<file path="src/rtl/counter_sched.sv">
`default_nettype none
// +--------------------------------------------------------------------------+
// | Module   : counter_sched                                                 |
// | Brief    : Run controller for an 8-bit free counter. Holds the programmed |
// |            period and mode, sequences start/pause/stop, and emits a      |
// |            registered terminal-count tick plus a start-reject pulse.     |
// | Revision : 1.0 - initial release                                         |
// +--------------------------------------------------------------------------+
module counter_sched #(
  parameter int W          = 8,
  parameter int PERIOD_DEF = 9
) (
  input  logic         clk,
  input  logic         res,
  input  logic         cfg_valid,
  output logic         cfg_ready,
  input  logic [W-1:0] cfg_period,
  input  logic         cfg_mode,
  input  logic         start,
  input  logic         pause,
  input  logic         stop,
  output logic [W-1:0] cnt,
  output logic         tick,
  output logic         busy,
  output logic         done,
  output logic         err
);

  localparam logic [W-1:0] c_period_rst = W'(PERIOD_DEF);

  typedef enum logic [1:0] {
    ST_IDLE = 2'd0,
    ST_RUN  = 2'd1,
    ST_HOLD = 2'd2,
    ST_DONE = 2'd3
  } state_t;

  state_t       state_q, state_d;
  logic [W-1:0] cnt_q, cnt_d;
  logic [W-1:0] period_q, period_d;
  logic         mode_q, mode_d;
  logic         tick_q, tick_d;
  logic         err_q, err_d;

  logic         w_cfg_acc;
  logic [W-1:0] w_period_eff;
  logic         w_mode_eff;

  // Config handshake and the effective period/mode a same-cycle start would see
  always_comb begin
    cfg_ready    = (state_q == ST_IDLE) || (state_q == ST_DONE);
    w_cfg_acc    = cfg_valid && cfg_ready;
    w_period_eff = w_cfg_acc ? cfg_period : period_q;
    w_mode_eff   = w_cfg_acc ? cfg_mode   : mode_q;
  end

  // Next-state, next-count and pulse generation; stop dominates everywhere
  always_comb begin
    state_d  = state_q;
    cnt_d    = cnt_q;
    period_d = w_period_eff;
    mode_d   = w_mode_eff;
    tick_d   = 1'b0;
    err_d    = 1'b0;
    case (state_q)
      ST_IDLE, ST_DONE: begin
        if (stop) begin
          state_d = ST_IDLE;
          cnt_d   = '0;
        end else if (start) begin
          if (w_period_eff == '0) begin
            err_d = 1'b1;
          end else begin
            state_d = ST_RUN;
            cnt_d   = '0;
          end
        end
      end
      ST_RUN: begin
        if (stop) begin
          state_d = ST_IDLE;
          cnt_d   = '0;
        end else if (pause) begin
          state_d = ST_HOLD;
        end else if (cnt_q != period_q) begin
          cnt_d = cnt_q + W'(1);
        end else begin
          // Terminal count: periodic wraps to zero, one-shot parks at period
          tick_d = 1'b1;
          if (mode_q) begin
            cnt_d = '0;
          end else begin
            state_d = ST_DONE;
          end
        end
      end
      ST_HOLD: begin
        if (stop) begin
          state_d = ST_IDLE;
          cnt_d   = '0;
        end else if (!pause) begin
          state_d = ST_RUN;
        end
      end
      default: begin
        state_d = ST_IDLE;
        cnt_d   = '0;
      end
    endcase
  end

  // State, count, configuration and pulse registers with synchronous reset
  always_ff @(posedge clk) begin
    if (res) begin
      state_q  <= ST_IDLE;
      cnt_q    <= '0;
      period_q <= c_period_rst;
      mode_q   <= 1'b0;
      tick_q   <= 1'b0;
      err_q    <= 1'b0;
    end else begin
      state_q  <= state_d;
      cnt_q    <= cnt_d;
      period_q <= period_d;
      mode_q   <= mode_d;
      tick_q   <= tick_d;
      err_q    <= err_d;
    end
  end

  // Status decode from the state register
  always_comb begin
    busy = (state_q == ST_RUN) || (state_q == ST_HOLD);
    done = (state_q == ST_DONE);
    cnt  = cnt_q;
    tick = tick_q;
    err  = err_q;
  end

endmodule
`default_nettype wire
</file>
<file path="config.mk">
export PLATFORM = sky130hd
export DESIGN_NAME = counter_sched
export DESIGN_NICKNAME = d
export VERILOG_FILES = /design/src/rtl/counter_sched.sv
export SDC_FILE = /design/constraint.sdc
export NUM_CORES = 1
export LEC_CHECK = 0
export BUFFER_PORTS_ARGS = -buffer_cell sky130_fd_sc_hd__buf_2
export CAP_MARGIN = 5
export CORE_MARGIN = 3
export CORE_UTILIZATION = 50
export CTS_CLUSTER_SIZE = 10
export DETAILED_ROUTE_END_ITERATION = 8
export GPL_ROUTABILITY_DRIVEN = 0
export GPL_TIMING_DRIVEN = 0
export PLACE_DENSITY = 0.75
export SYNTH_ARGS = -nofsm -noshare
export SYNTH_HDL_FRONTEND = slang
export SYNTH_SLANG_ARGS = --single-unit
</file>
<file path="constraint.sdc">
create_clock -name clk -period 2.35 [get_ports clk]
set_clock_uncertainty 0.15 [all_clocks]
set_input_delay 0.235 -clock clk [delete_from_list [all_inputs] [get_ports clk]]
set_output_delay 0.235 -clock clk [all_outputs]
set_load 0.03 [all_outputs]
</file>
# After elaboration in Yosys (flattened, before gate mapping)
# Index checks and enable logic that the tools add are counted.
[word_totals]
word_cells = 54
output_inout_bits = 13
ff_bits = 21
input_bits = 15
[classes]
mux = 22
n_reduce_logical = 10
n_eq_ne = 12
add_sub_neg = 1
bitwise = 3
[op_table]
columns = ["cell", "n"]
rows = [
  ["two-way mux 8 bit", 9],
  ["case mux 8 bit (3 select lines)", 1],
  ["two-way mux 2 bit", 9],
  ["!= test 3 bit, second input constant", 4],
  ["!= test 4 bit, second input constant", 3],
  ["AND reduction 5 bit", 2],
  ["adder 8 x 1 -> 8 bit, second input constant", 1],
  ["logical NOT 8 bit", 1],
  ["!= test 8 bit", 1],
  ["OR reduction 4 bit", 2],
  ["case mux 2 bit (3 select lines)", 1],
  ["== test 2 bit, second input constant", 2],
  ["NOT 1 bit", 3],
  ["== test 2 x 1 -> 1 bit, second input constant", 1],
  ["logical NOT 2 bit", 1],
  ["logical OR 1 bit", 2],
  ["two-way mux 1 bit", 2],
  ["!= test 2 bit, second input constant", 1],
  ["OR reduction 2 bit", 1],
  ["logical AND 1 bit", 1],
]

# Depth between registers and ports, before layout
[logic_depth]
word_depth = 9
depth_mapped = 7
depth_no_buf = 7

# Least setup slack after synthesis
# Ideal clock, no wire load.
[synth_timing]
path_type = "register to register"
from = "reg state_q[0]"
to = "reg cnt_q[5] (netlist: cnt[5])"
setup_time_ns = 0.091
synth_period_minus_slack_ns = 2.110
stages_incl_launch_ff = 8
t_arrival_ns = 1.869
required_time_ns = 2.109
path_slack_ns = 0.240
cell_sequence = "dfxtp_1 inv_1 ha_1 nor4bb_1 nand3_1 o211ai_1 nor3_2 a311oi_1"
[synth_between]
elab_chain_len = 7
word_cells_on_any_way = 16
[synth_lines]
columns = ["element", "line", "source"]
rows = [
  ["start, declared", "38", "state_t state_q, state_d;"],
  ["start signal, assigned", "122", "state_q <= state_d;"],
  ["== test 2 bit / logical NOT 2 bit (equally long branches)", "51", "cfg_ready = (state_q == ST_IDLE) || (state_q == ST_DONE);"],
  ["logical OR 1 bit (*)", "51", ""],
  ["via cfg_ready", "16", "output logic cfg_ready,"],
  ["logical AND 1 bit (*)", "52", "w_cfg_acc = cfg_valid && cfg_ready;"],
  ["two-way mux 8 bit (*)", "53", "w_period_eff = w_cfg_acc ? cfg_period : period_q;"],
  ["logical NOT 8 bit (*)", "71", "if (w_period_eff == '0) begin"],
  ["!= test 3 bit (no source line) (*)", "-", ""],
  ["AND reduction 5 bit (no source line) (*)", "-", ""],
  ["end signal, assigned", "123", "cnt_q <= cnt_d;"],
  ["end, declared", "39", "logic [W-1:0] cnt_q, cnt_d;"],
]
# Mark *: on every way through the listed nets, which the timed path passes. The rest lies on a longest branch.
# A chain may end at the register's enable or synchronous reset.

# Worst setup path in the final report
[layout_timing]
from = "reg state_q[0]"
to = "reg cnt_q[7] (netlist: cnt[7])"
[layout_between]
elab_chain_len = 7
word_cells_on_any_way = 16
[layout_lines]
columns = ["element", "line"]
rows = [
  ["== test 2 bit / logical NOT 2 bit (equally long branches)", "51, 65"],
  ["logical OR 1 bit", "51"],
  ["logical AND 1 bit", "52"],
  ["two-way mux 8 bit", "53"],
  ["logical NOT 8 bit", "71"],
  ["!= test 3 bit (no source line)", "-"],
  ["AND reduction 5 bit (no source line)", "-"],
]
# Several ways; a longest one is shown, not always the timed one.

==> results.py <==
metrics = {
    "outcome": {
        "status": "completed",
    },
    "synthesis": {
        "synth_cells": 155,
        "async_flop_share_pct": 0,
        "syn-num-nets": 174,
        "synth-seq-cells": 21,
        "yosysSeqAreaShare_pct": 33.6,
        "ys_types": 42,
        "avgSynthCellArea_sq_um": 8.08,
        "ys.flop_type": "dfxtp_1",
        "ys_warn_count": 0,
        "syn_area_sq_um": 1250,
        "synth_edf_count": 0,
    },
    "floorplan": {
        "fp-row-count": 17,
        "io_pins": 28,
        "die_x_um": 56.1,
        "die_h_um": 56.1,
        "dieArea_sq_um": 3140,
        "core_area_sq_um": 2300,
        "start_util_pct": 54.5,
    },
    "route": {
        "dr.pass1.iters": 4,
        "avgRoutedWirePerCell_um": 15.0,
        "wl_mm": 3.24,
        "ant_nets": 0,
        "drc": 0,
        "vias": 1326,
        "drt_iter0_drc": 27,
        "drt-vias-per-instance": 6.14,
    },
    "power": {
        "power.density_nw_per_um2": 480,
        "leakage_nw": 0.624,
        "ir_worst_vdd_mv": 0.330,
    },
    "min_path": {
        "whs_path_depth": 3,
        "hold_class": "primary input to register",
    },
    "global_route": {
        "grt_first_pass_wirelength_mm": 5.36,
        "grt_max_degree": 12,
        "grt_antenna_before_repair": 0,
        "grtUsageTotal_pct": 20.5,
        "grt_pass1_vias": 1233,
        "overflow": 0,
    },
    "sta": {
        "tns_ns": 0,
        "setup_viol": 0,
        "period_minus_slack_ns": 2.26,
        "fin_crit_sh_pct": 96.0,
        "hold_viol_final": 0,
        "drv_slew": 0,
        "worst_pin_slew_ns": 0.757,
        "fmax_ghz": 0.443,
        "worst_slack_ns": 0.0932,
        "finalHoldWorstSlack_ns": 0.00902,
        "rsz0062_at_grt": "no",
        "slew_headroom_pct": 49.5,
    },
    "finish": {
        "regArea_sq_um": 422,
        "final_core_util_pct": 65.0,
        "nets": 208,
        "layoutNonFillerInstCount": 216,
        "area_growth_pct": 19.2,
        "n_fill_cell": 217,
        "final_layout_size_suffix_gt1_share_pct": 20.7,
        "multiInputGateArea_sq_um": 806,
        "diodes": 0,
    },
    "worst_setup_path": {
        "reg2reg_to": "cnt[7]",
        "r2r_cells": 8,
        "critPathLaunchType": "register",
        "r2r_slack_ns": 0.09,
        "r2r_start": "state_q[0]",
        "endpoint_kind": "register",
        "critPathKind": "register to register",
        "arrival_ns": 2.30,
        "cp-startpoint": "state_q[0]",
        "crit_required_ns": 2.40,
        "critPathMaxFanout": 7,
        "crit_path_end": "cnt[7]",
    },
    "clock_network": {
        "cts_tree": "yes",
        "cts_root_buf": "clkbuf_4",
        "clockBufferDepth": 2,
        "numCtsBuffers": 3,
        "htree_num_levels": 1,
        "clk_pin_slew_ns": 0.12,
        "clock_latency_ns": 0.31,
        "cts.sinks": 21,
    },
    "place": {
        "post-place-ws_ns": 0.155,
        "dp.cells": 208,
        "io_buffers": 25,
        "dp_hpwl_mm": 2.34,
    },
    "job": {
        "max-cap-violations": 0,
    },
}
[power breakdown]
part,switching [mW],leakage [nW],internal (mW)
combinational,0.0944,0.438,0.0580
sequential,0.0141,0.171,0.370
clock,0.114,0.0150,0.0664
total,0.223,0.624,0.495
[metrics by stage]
stage	area (sq um)	power, mW
2_1_floorplan	1250	0.490
3_3_place_gp	1410	0.527
3_5_place_dp	1410	0.532
4_1_cts	1450	0.714
5_1_grt	1490	0.760
6_report	1490	0.717
[flip-flops by register name, summed over array words and instances (netlist names)]
signal and flops:
state_q 2, cnt 8, mode_q 1, period_q 8
tick 1, err 1
[worst min-delay path by stage]
stage	start	endpoint	slack, ns
after floorplan	pause	tick	0.16
after global placement	mode_q	mode_q	0.30
after detailed placement	mode_q	mode_q	0.32
after CTS	cfg_period[0]	period_q[0]	0.0009
after global routing	cfg_period[0]	period_q[0]	0.005
final	cfg_period[0]	period_q[0]	0.009
[Yosys cell counts, types with 2 or more instances]
cell type   n  area share, %
and2_1      2            1.0
nor4b_1     2            1.4
ha_1        4            4.0
xor2_1      8            5.6
nand2_1    29            8.7
o311ai_0    3            2.1
o21ai_0     3            1.2
nor4_4      2            3.4
nor4_1      3            1.5
dfxtp_1    21             34
nor2b_1     2            1.0
and3_1      2            1.0
nand2b_1    2            1.0
a311oi_1    2            1.4
a31oi_1     3            1.5
nor3_1      5            2.0
inv_1       5            1.5
nand4_1     2            1.0
o211ai_1    3            1.8
nand3_1    16            6.4
clkbuf_1    4            1.2
a21oi_1    11            4.4
nor2_1      2           0.60
[area by class of cell]
| class | instances | area share (%) |
|---|---|---|
| clock buffer | 4 | 1.76 |
| tap | 28 | 2.35 |
| timing repair buffer | 29 | 10.9 |
| inverter | 6 | 1.51 |
| sequential | 21 | 28.2 |
| buffer | 5 | 1.26 |
| multi-input combinational | 123 | 54.0 |
[metal layers]
layer  part of all wire [%]  track usage (%)  vias to the layer above
li1                       -                -                      637
met1                     42             24.1                      623
met2                     50             35.2                       60
met3                    6.4             5.10                        6
met4                    1.1             8.14                        0
met5                      0                0                        -
[cell families after synthesis]
| kind of cell | count (synthesis) | share of synthesized area (%) |
|---|---|---|
| xor gates and xnor gates | 8 | 5.59 |
| adders and majority gates | 4 | 4.00 |
| DFF | 21 | 33.6 |
| buffers and inverters | 11 | 3.30 |
| and+or+nand+nor | 76 | 33.8 |
| AOI/OAI and AO/OA | 33 | 18.1 |
| muxes | 2 | 1.70 |
[worst max-delay path, cell delays in order, from the launching register on]
cell      delay, ns
dfxtp_2        0.38
inv_1          0.05
ha_2           0.32
nor4bb_2       0.18
nand3_1        0.16
o211ai_1       0.22
buf_4          0.21
o311ai_0       0.37
nand3_1        0.12
[layout by cell type (no fill, tap or decap), drive strengths merged, types with 2 or more instances in the layout]
cell type	count
nor2b	2
nand2b	2
a31oi	3
nor4b	2
clkbuf	8
nor2	2
dlygate4sd3	3
a2111oi	2
inv	5
o311ai	3
nand2	29
o21ai	4
nand4	2
buf	27
o211ai	3
nand3	16
dfxtp	21
nor3	6
a21oi	11
and2	2
a311oi	2
ha	4
xor2	8
nor4	5
and3	2
[what timing repair did]
| action | 4_1_cts | 5_1_grt |
|---|---|---|
| hold buffers | 1 | 2 |
| setup buffers | 0 | 1 |
| resized for setup | 0 | 4 |
| endpoints found under the hold margin | 1 | 2 |
| endpoints found under the setup margin | 0 | 5 |
Note: power is estimated with default switching activity, not from simulation.
